`config.mk`:
```
export PLATFORM = sky130hd
export DESIGN_NAME = truth_table_seq
export DESIGN_NICKNAME = d
export VERILOG_FILES = /design/src/rtl/truth_table_seq.sv
export SDC_FILE = /design/constraint.sdc
export NUM_CORES = 1
export LEC_CHECK = 0
export BUFFER_PORTS_ARGS = -buffer_cell sky130_fd_sc_hd__buf_4
export CAP_MARGIN = 30
export CORE_ASPECT_RATIO = 1.5
export CORE_MARGIN = 5
export CORE_UTILIZATION = 40
export DETAILED_ROUTE_END_ITERATION = 6
export PLACE_DENSITY = 0.73
export SETUP_SLACK_MARGIN = 0.15
export SLEW_MARGIN = 5
export SYNTH_ARGS = -nofsm -noshare
export SYNTH_HDL_FRONTEND = slang
export SYNTH_SLANG_ARGS = --single-unit
```
`constraint.sdc`:
```
create_clock -name i_clk -period 3.11 [get_ports i_clk]
set_input_delay 0.4665 -clock i_clk [delete_from_list [all_inputs] [get_ports i_clk]]
set_output_delay 0.4665 -clock i_clk [all_outputs]
set_load 0.03 [all_outputs]
```
`src/rtl/truth_table_seq.sv`:
```
// truth_table_seq: steps {a,b,c} through all 8 vectors and records the external x/y responses.
// Latency: SETTLE+2 cycles per vector, 8*(SETTLE+2) cycles from accepted start to DONE.
// Backpressure: none; start is ignored unless IDLE, abort returns to IDLE from any active state.
//
// Ports: i_clk, i_rst (sync, active-high), i_start, i_abort, i_x_in, i_y_in;
//        o_a/o_b/o_c (stimulus), o_busy, o_done (1-cycle pulse), o_idx, o_x_tab, o_y_tab,
//        o_pass/o_fail (only when TTS_COMPARE_EN is defined).
// Optional feature macro: TTS_COMPARE_EN adds the golden-table comparison and pass/fail ports.
module truth_table_seq #(
    parameter int unsigned SETTLE = 1
) (
    input  logic       i_clk,
    input  logic       i_rst,
    input  logic       i_start,
    input  logic       i_abort,
    input  logic       i_x_in,
    input  logic       i_y_in,
    output logic       o_a,
    output logic       o_b,
    output logic       o_c,
    output logic       o_busy,
    output logic       o_done,
    output logic [2:0] o_idx,
    output logic [7:0] o_x_tab,
    output logic [7:0] o_y_tab
`ifdef TTS_COMPARE_EN
    ,
    output logic       o_pass,
    output logic       o_fail
`endif
);

    typedef enum logic [2:0] {
        S_IDLE   = 3'd0,
        S_APPLY  = 3'd1,
        S_WAIT   = 3'd2,
        S_SAMPLE = 3'd3,
        S_DONE   = 3'd4
    } state_t;

    localparam logic [3:0] SETTLE_L = 4'(SETTLE);

    state_t     r_state;
    logic [3:0] r_cnt;
    logic [2:0] r_idx;
    logic [2:0] r_abc;
    logic       r_busy;
    logic       r_done;
    logic [7:0] r_x_tab;
    logic [7:0] r_y_tab;
    logic [7:0] w_x_nxt;
    logic [7:0] w_y_nxt;

    // Tables with the current sample merged in; used both for the write and
    // for the comparison on the final vector so it sees all eight bits.
    always_comb begin
        w_x_nxt        = r_x_tab;
        w_y_nxt        = r_y_tab;
        w_x_nxt[r_idx] = i_x_in;
        w_y_nxt[r_idx] = i_y_in;
    end

`ifdef TTS_COMPARE_EN
    logic r_pass;
    logic r_fail;
    logic w_match;

    assign w_match = (w_x_nxt == 8'hA9) && (w_y_nxt == 8'hC3);

    always_ff @(posedge i_clk) begin
        if (i_rst) begin
            r_pass <= 1'b0;
            r_fail <= 1'b0;
        end else if (r_state == S_IDLE && i_start && !i_abort) begin
            r_pass <= 1'b0;
            r_fail <= 1'b0;
        end else if (r_state == S_SAMPLE && !i_abort && r_idx == 3'd7) begin
            r_pass <= w_match;
            r_fail <= !w_match;
        end
    end

    assign o_pass = r_pass;
    assign o_fail = r_fail;
`endif

    always_ff @(posedge i_clk) begin
        if (i_rst) begin
            r_state <= S_IDLE;
            r_cnt   <= 4'd0;
            r_idx   <= 3'd0;
            r_abc   <= 3'd0;
            r_busy  <= 1'b0;
            r_done  <= 1'b0;
            r_x_tab <= 8'd0;
            r_y_tab <= 8'd0;
        end else begin
            r_done <= 1'b0;
            case (r_state)
                S_IDLE: begin
                    // abort beats a simultaneous start
                    if (i_start && !i_abort) begin
                        r_state <= S_APPLY;
                        r_idx   <= 3'd0;
                        r_x_tab <= 8'd0;
                        r_y_tab <= 8'd0;
                        r_busy  <= 1'b1;
                    end
                end
                S_APPLY: begin
                    if (i_abort) begin
                        r_state <= S_IDLE;
                        r_busy  <= 1'b0;
                        r_abc   <= 3'd0;
                    end else begin
                        r_abc   <= r_idx;
                        r_cnt   <= SETTLE_L;
                        r_state <= (SETTLE_L == 4'd0) ? S_SAMPLE : S_WAIT;
                    end
                end
                S_WAIT: begin
                    if (i_abort) begin
                        r_state <= S_IDLE;
                        r_busy  <= 1'b0;
                        r_abc   <= 3'd0;
                    end else begin
                        // counter starts at SETTLE, so WAIT lasts SETTLE cycles
                        r_cnt <= r_cnt - 4'd1;
                        if (r_cnt <= 4'd1) begin
                            r_state <= S_SAMPLE;
                        end
                    end
                end
                S_SAMPLE: begin
                    if (i_abort) begin
                        r_state <= S_IDLE;
                        r_busy  <= 1'b0;
                        r_abc   <= 3'd0;
                    end else begin
                        r_x_tab <= w_x_nxt;
                        r_y_tab <= w_y_nxt;
                        if (r_idx == 3'd7) begin
                            r_state <= S_DONE;
                            r_done  <= 1'b1;
                            r_busy  <= 1'b0;
                            r_abc   <= 3'd0;
                        end else begin
                            r_idx   <= r_idx + 3'd1;
                            r_state <= S_APPLY;
                        end
                    end
                end
                S_DONE: begin
                    r_state <= S_IDLE;
                end
                default: begin
                    r_state <= S_IDLE;
                    r_busy  <= 1'b0;
                    r_abc   <= 3'd0;
                end
            endcase
        end
    end

    assign o_a     = r_abc[2];
    assign o_b     = r_abc[1];
    assign o_c     = r_abc[0];
    assign o_busy  = r_busy;
    assign o_done  = r_done;
    assign o_idx   = r_idx;
    assign o_x_tab = r_x_tab;
    assign o_y_tab = r_y_tab;

endmodule

```
# [Word level (Yosys, flattened, before mapping)]
# Index checks and enable logic that the tools add are counted.
# Widths: inputs -> output; s select.
[totals] register_bits=31 out_inout_bits=24 elab_cells=79
[op_classes] n_addsub=2 n_lt_le_gt_ge=3 eq_ne=14 mux=34 n_bitwise=3 n_reduce_logical=15
[op_table] operator="$mux 3" count=12
[op_table] operator="$pmux 8 s2" count=2
[op_table] operator="$mux 8" count=3
[op_table] operator="$pmux 3 s4" count=2
[op_table] operator="$bwmux 8" count=2
[op_table] operator="$ne 2x2->1 const B" count=6
[op_table] operator="$reduce_and 3->1" count=3
[op_table] operator="$mux 4" count=2
[op_table] operator="$pmux 4 s2" count=1
[op_table] operator="$reduce_and 4->1" count=2
[op_table] operator="$eq 3x2->1 const B" count=2
[op_table] operator="$eq 3x3->1 const B" count=2
[op_table] operator="$mux 1" count=6
[op_table] operator="$ne 3x3->1 const B" count=2
[op_table] operator="$pmux 3 s2" count=1
[op_table] operator="$le 4x1->1 const B" count=1
[op_table] operator="$lt 3x4->1 const B" count=1
[op_table] operator="$pmux 1 s4" count=1
[op_table] operator="$reduce_bool 2->1" count=2
[op_table] operator="$reduce_or 2->1" count=2
[op_table] operator="$sub 4x1->4 const B" count=1
[op_table] operator="$add 3x1->3 const B" count=1
[op_table] operator="$demux 1 s3" count=1
[op_table] operator="$eq 3x1->1 const B" count=1
[op_table] operator="9 further kinds" count=12

# [Longest topological paths before layout]
[logic_depth] word_depth=7 ltp_mapped=5 mapped_depth_nobuf=5

# [Worst setup path before layout]
# OpenSTA, ideal clock, no wires.
[synth_timing] path_kind="reg2reg" start="register r_idx[0], in the netlist o_idx[0]" end="register r_state[0]" t_arrival_ns=1.490 t_required_ns=3.050 path_slack_ns=1.560 stages_incl_launch_ff=6 cell_sequence="dfxtp_1 ha_1 ha_1 nand2b_1 a221oi_4 and3_1"
[synth_via] elab_chain_len=4
[synth_rtl] element="start: declaration" line_no="45" source="logic [2:0] r_idx;"
[synth_rtl] element="start signal: assignment" line_no="148" source="r_idx <= r_idx + 3'd1;"
[synth_rtl] element="$eq 3x3->1" line_no="142" source="if (r_idx == 3'd7) begin"
[synth_rtl] element="$mux 3" line_no="142"
[synth_rtl] element="$mux 3" line_no="135" source="if (i_abort) begin"
[synth_rtl] element="$pmux 3 s4" line_no="99" source="case (r_state)"
[synth_rtl] element="end signal: assignment" line_no="118" source="r_state <= (SETTLE_L == 4'd0) ? S_SAMPLE : S_WAIT;"
[synth_rtl] element="end: declaration" line_no="43" source="state_t r_state;"
# Every way passes these cells.
# A chain may end at the register's enable or synchronous reset.

# [Worst setup path in the final report]
[layout_timing] start="register r_state[1]" end="register r_y_tab[2], in the netlist o_y_tab[2]"
[layout_via] elab_chain_len=3
[layout_rtl] element="$eq 3x2->1 or $logic_not 3->1 (tied branches)" line_no="99"
[layout_rtl] element="$ne 2x2->1 (no source line) or $reduce_bool 2->1 (tied branches)"
[layout_rtl] element="$reduce_and 3->1 (no source line)"
[layout_rtl] element="end signal: assignment" line_no="141" source="r_y_tab <= w_y_nxt;"
[layout_rtl] element="end: declaration" line_no="50" source="logic [7:0] r_y_tab;"
# Several ways; a longest one is shown, not always the timed one.

==> metrics.txt <==
outcome=complete, no violations; number of flip-flops and latches in the synthesized netlist=31; area grow syn2layout=20.44%; logic gate share of total power=8.4%; gate count of the mapped netlist=168; adder-cell area share of the yosys netlist=3.170%; measured slew at the worst slew-check pin=716.7 ps; Post-Route Skew=5.990 ps; internal reg-to-reg setup slack=1280 ps; xor/xnor cell area share of the yosys netlist=0.5547%; most area-hungry cell type in the Yosys netlist=sky130_fd_sc_hd__dfxtp_1; element type at the critical path end=register; CP Max Fanout=22; number of antenna violations at the first check in global routing=0; Iteration-0 DRC Markers=34; R2R Path End=o_y_tab[2]; mux cell area share after synthesis=0%; number of hold buffers added after cts=0; Rel. slew slack=52.16%; count of inserted antenna diode cells=0; most common flop cell mapped by yosys=sky130_fd_sc_hd__dfxtp_1; DR WL/cell=14.95 µm; number of synthesized flops with an enable pin=0; Clk pwr share=45.3%; initial standard-cell utilization of the core=40.60%; final-report max-slew violation count=0; final critical-path share of the clock period=58.89%; final hold slack=461.2 ps; global-route wire length before repair=5940 µm; cell area after synthesis=1579 µm²; portion of synthesized cell area occupied by the leading cell type=39.30%; worst path required time=3300 ps; sum of net half-perimeters after detailed placement=2608 µm; FFs w/ async S/R, synth=0%; Bufs on Longest Clock Path=2; static leakage=0.0006838 µW; Sw Pwr=206.9 µW; final hold violations=0; number of inserted filler cells in the final layout=361; Crit path max-delay family=flip-flops; cell with the most instances after synthesis=sky130_fd_sc_hd__dfxtp_1; CTS Buf Count=5; Yosys warning count=0; number of sinks driven by the clock tree=31; startpoint type of the worst setup path=register; final setup vio count=0; aggregate negative setup slack=0 ps; Clock Latency Late Sink=280 ps; number of resized instances in the post-cts repair step=0; antenna-violating nets left=0; layout cell share with drive strength beyond 1=27.60%; Die Width=61.30 µm; total via count after detailed routing=1,330; Post-synth top cells=31 x sky130_fd_sc_hd__dfxtp_1, 23 x sky130_fd_sc_hd__inv_1, 16 x sky130_fd_sc_hd__o32ai_1, 8 x sky130_fd_sc_hd__a221oi_2; core region area=3889 µm²; Overflow after GRT=0; endpoint with the worst hold slack=o_busy; Worst Min Path Start=i_start; GPL Wtd Cong=0.8487; share of total power consumed by net switching=23.00%; standard-cell row count=28; Period minus WS final=1832 ps; die area=5330 µm²; critical path cell sequence=and3b_1, a221oi_2, o32ai_1; path type of the worst min-delay path=in2reg; Seq/Total Area, Yosys=39.30%; share of synthesized cell area in and, or, nand and nor gates=19.18%; sum of routed wire length over all layers=3544 µm; synthesized-area fraction occupied by ao, oa, aoi and oai cells=27.97%; clock slew seen by the registers of the worst setup and hold paths=70 ps; total routing resource utilization after global routing=14.69%; per-cell via count in the routed design=5.612; DRC Markers=0; Avg Synthesized Cell Area=9.399 µm²; placed insts=229; Net Count, Synth=178; # H-tree levels=2; power density relative to cell area=473.0 nW/µm²; combinational family with the most area after synthesis=compound AO/OA/AOI/OAI gates; maximum cell stage delay along the critical path=780 ps; r2r worst-path depth=3; I/O pin cnt=30; post-synthesis cell type count=44; footprint of the multi-input gates=803.3 µm²; length of the first detailed-routing pass in iterations=4; height of the chip=86.95 µm; r2r startpoint=r_state[1]; arrival time of the worst setup path=2020 ps; maximum vdd ir drop=416.2 µV; count of nets after finishing=201; total power consumption of the routed design=899.6 µW; RSZ-0062 raised after global routing=false; count of input and output buffers=29; sequential power share=46.3%; CTS tree=built; max-capacitance violation count=0; fmax=546.0 MHz; post-CTS setup repair buffer count=0; Slowest cell on crit path=sky130_fd_sc_hd__dfxtp_1; number of global-route vias before repair=1,246; pin count of the biggest net entering global routing=27; Internal Power=692.7 µW; number of cells traversed by the worst hold path=3; CTS root buf=sky130_fd_sc_hd__clkbuf_8; area taken by flip-flops and latches=620.6 µm²; Area contributors post-synth=sky130_fd_sc_hd__dfxtp_1 39%, sky130_fd_sc_hd__o32ai_1 8.9%, sky130_fd_sc_hd__a221oi_2 7.6%; Crit Path Category=reg2reg; final instance count without filler cells=237; Buf/Inv on CP=0
## flip-flops by register name (all words and copies together), names as in the netlist
| register | cells |
|---|---|
| o_x_tab | 8 |
| o_done | 1 |
| r_cnt | 4 |
| o_busy | 1 |
| r_abc | 3 |
| o_idx | 3 |
| o_y_tab | 8 |
| r_state | 3 |
## area by class of cell
type | instances | area share, %
Multi-Input combinational cell | 101 | 42.24
Clock inverter | 2 | 1.842
Inverter | 23 | 4.539
Clock buffer | 6 | 4.342
Sequential cell | 31 | 32.63
Tap cell | 45 | 2.961
Timing Repair Buffer | 29 | 11.45
## placed cells by master (no fill, tap or decap), drive strengths merged
master and instances:
o2bb2ai 3, nand3b 4, nor4b 1, nand2 6, nand4 1, bufinv 1
ha 4, nor2b 2, nor2 3, and3b 1, nand3 6, a22o 1
clkbuf 6, inv 23, o211ai 1, and2 1, a211o 1, a31oi 2
o21ai 5, or3b 4, nand4b 3, a32o 2, nor3 4, o32ai 16
or2 3, and4bb 1, a211oi 1, dfxtp 31, nand2b 3, nor3b 1
and3 3, clkinv 1, xnor2 1, or3 1, a21oi 6, a221oi 9
buf 29, o311ai 1
## worst max path at each step
stage / start / end / slack, ps / cells past startpoint
floorplan: o_idx[0] / r_state[0] / 1560 / 5
global placement: r_state[1] / o_y_tab[7] / 1330 / 3
detailed placement: r_state[1] / o_y_tab[2] / 1310 / 3
CTS: r_state[1] / o_idx[0] / 1280 / 3
global route: r_state[1] / o_x_tab[2] / 1110 / 3
finish: r_state[1] / o_y_tab[2] / 1280 / 3
## power by group through the flow
stage               Clock [µW]  Combinational (µW)  Sequential, µW
finish                     408                75.7             416
global route               434                83.6             417
CTS                        414                76.0             416
detailed placement           0                75.7             424
global placement             0                74.5             424
floorplan                    0                66.9             418
## through the flow
step / utilization, % / setup WS [ps] / instance area (µm²)
after floorplan: - / 1560 / 1579
after global placement: 45.88 / 1332 / 1784
after detailed placement: 45.88 / 1305 / 1784
after CTS: 48.91 / 1279 / 1902
after global routing: 48.91 / 1108 / 1902
final: 48.91 / 1278 / 1902
## tightest hold or removal path, cell delays in order
cell and delay (ps):
sky130_fd_sc_hd__buf_4 120, sky130_fd_sc_hd__nand3_1 60, sky130_fd_sc_hd__a21oi_1 60
## cell families after synthesis
| kind of cell | count (synthesis) |
|---|---|
| flops | 31 |
| buf+inv | 36 |
| fa+ha+maj | 4 |
| compound gates | 48 |
| xor+xnor | 1 |
| simple gates | 48 |
## per-layer routing
layer	up-vias	global-route usage (%)	share of wire, %
met4	0	5.917	2.1
li1	676	-	-
met5	-	0	0
met2	20	25.24	53
met1	625	17.09	41
met3	9	3.116	3.9
No activity file was read; power rests on OpenSTA's default activity.
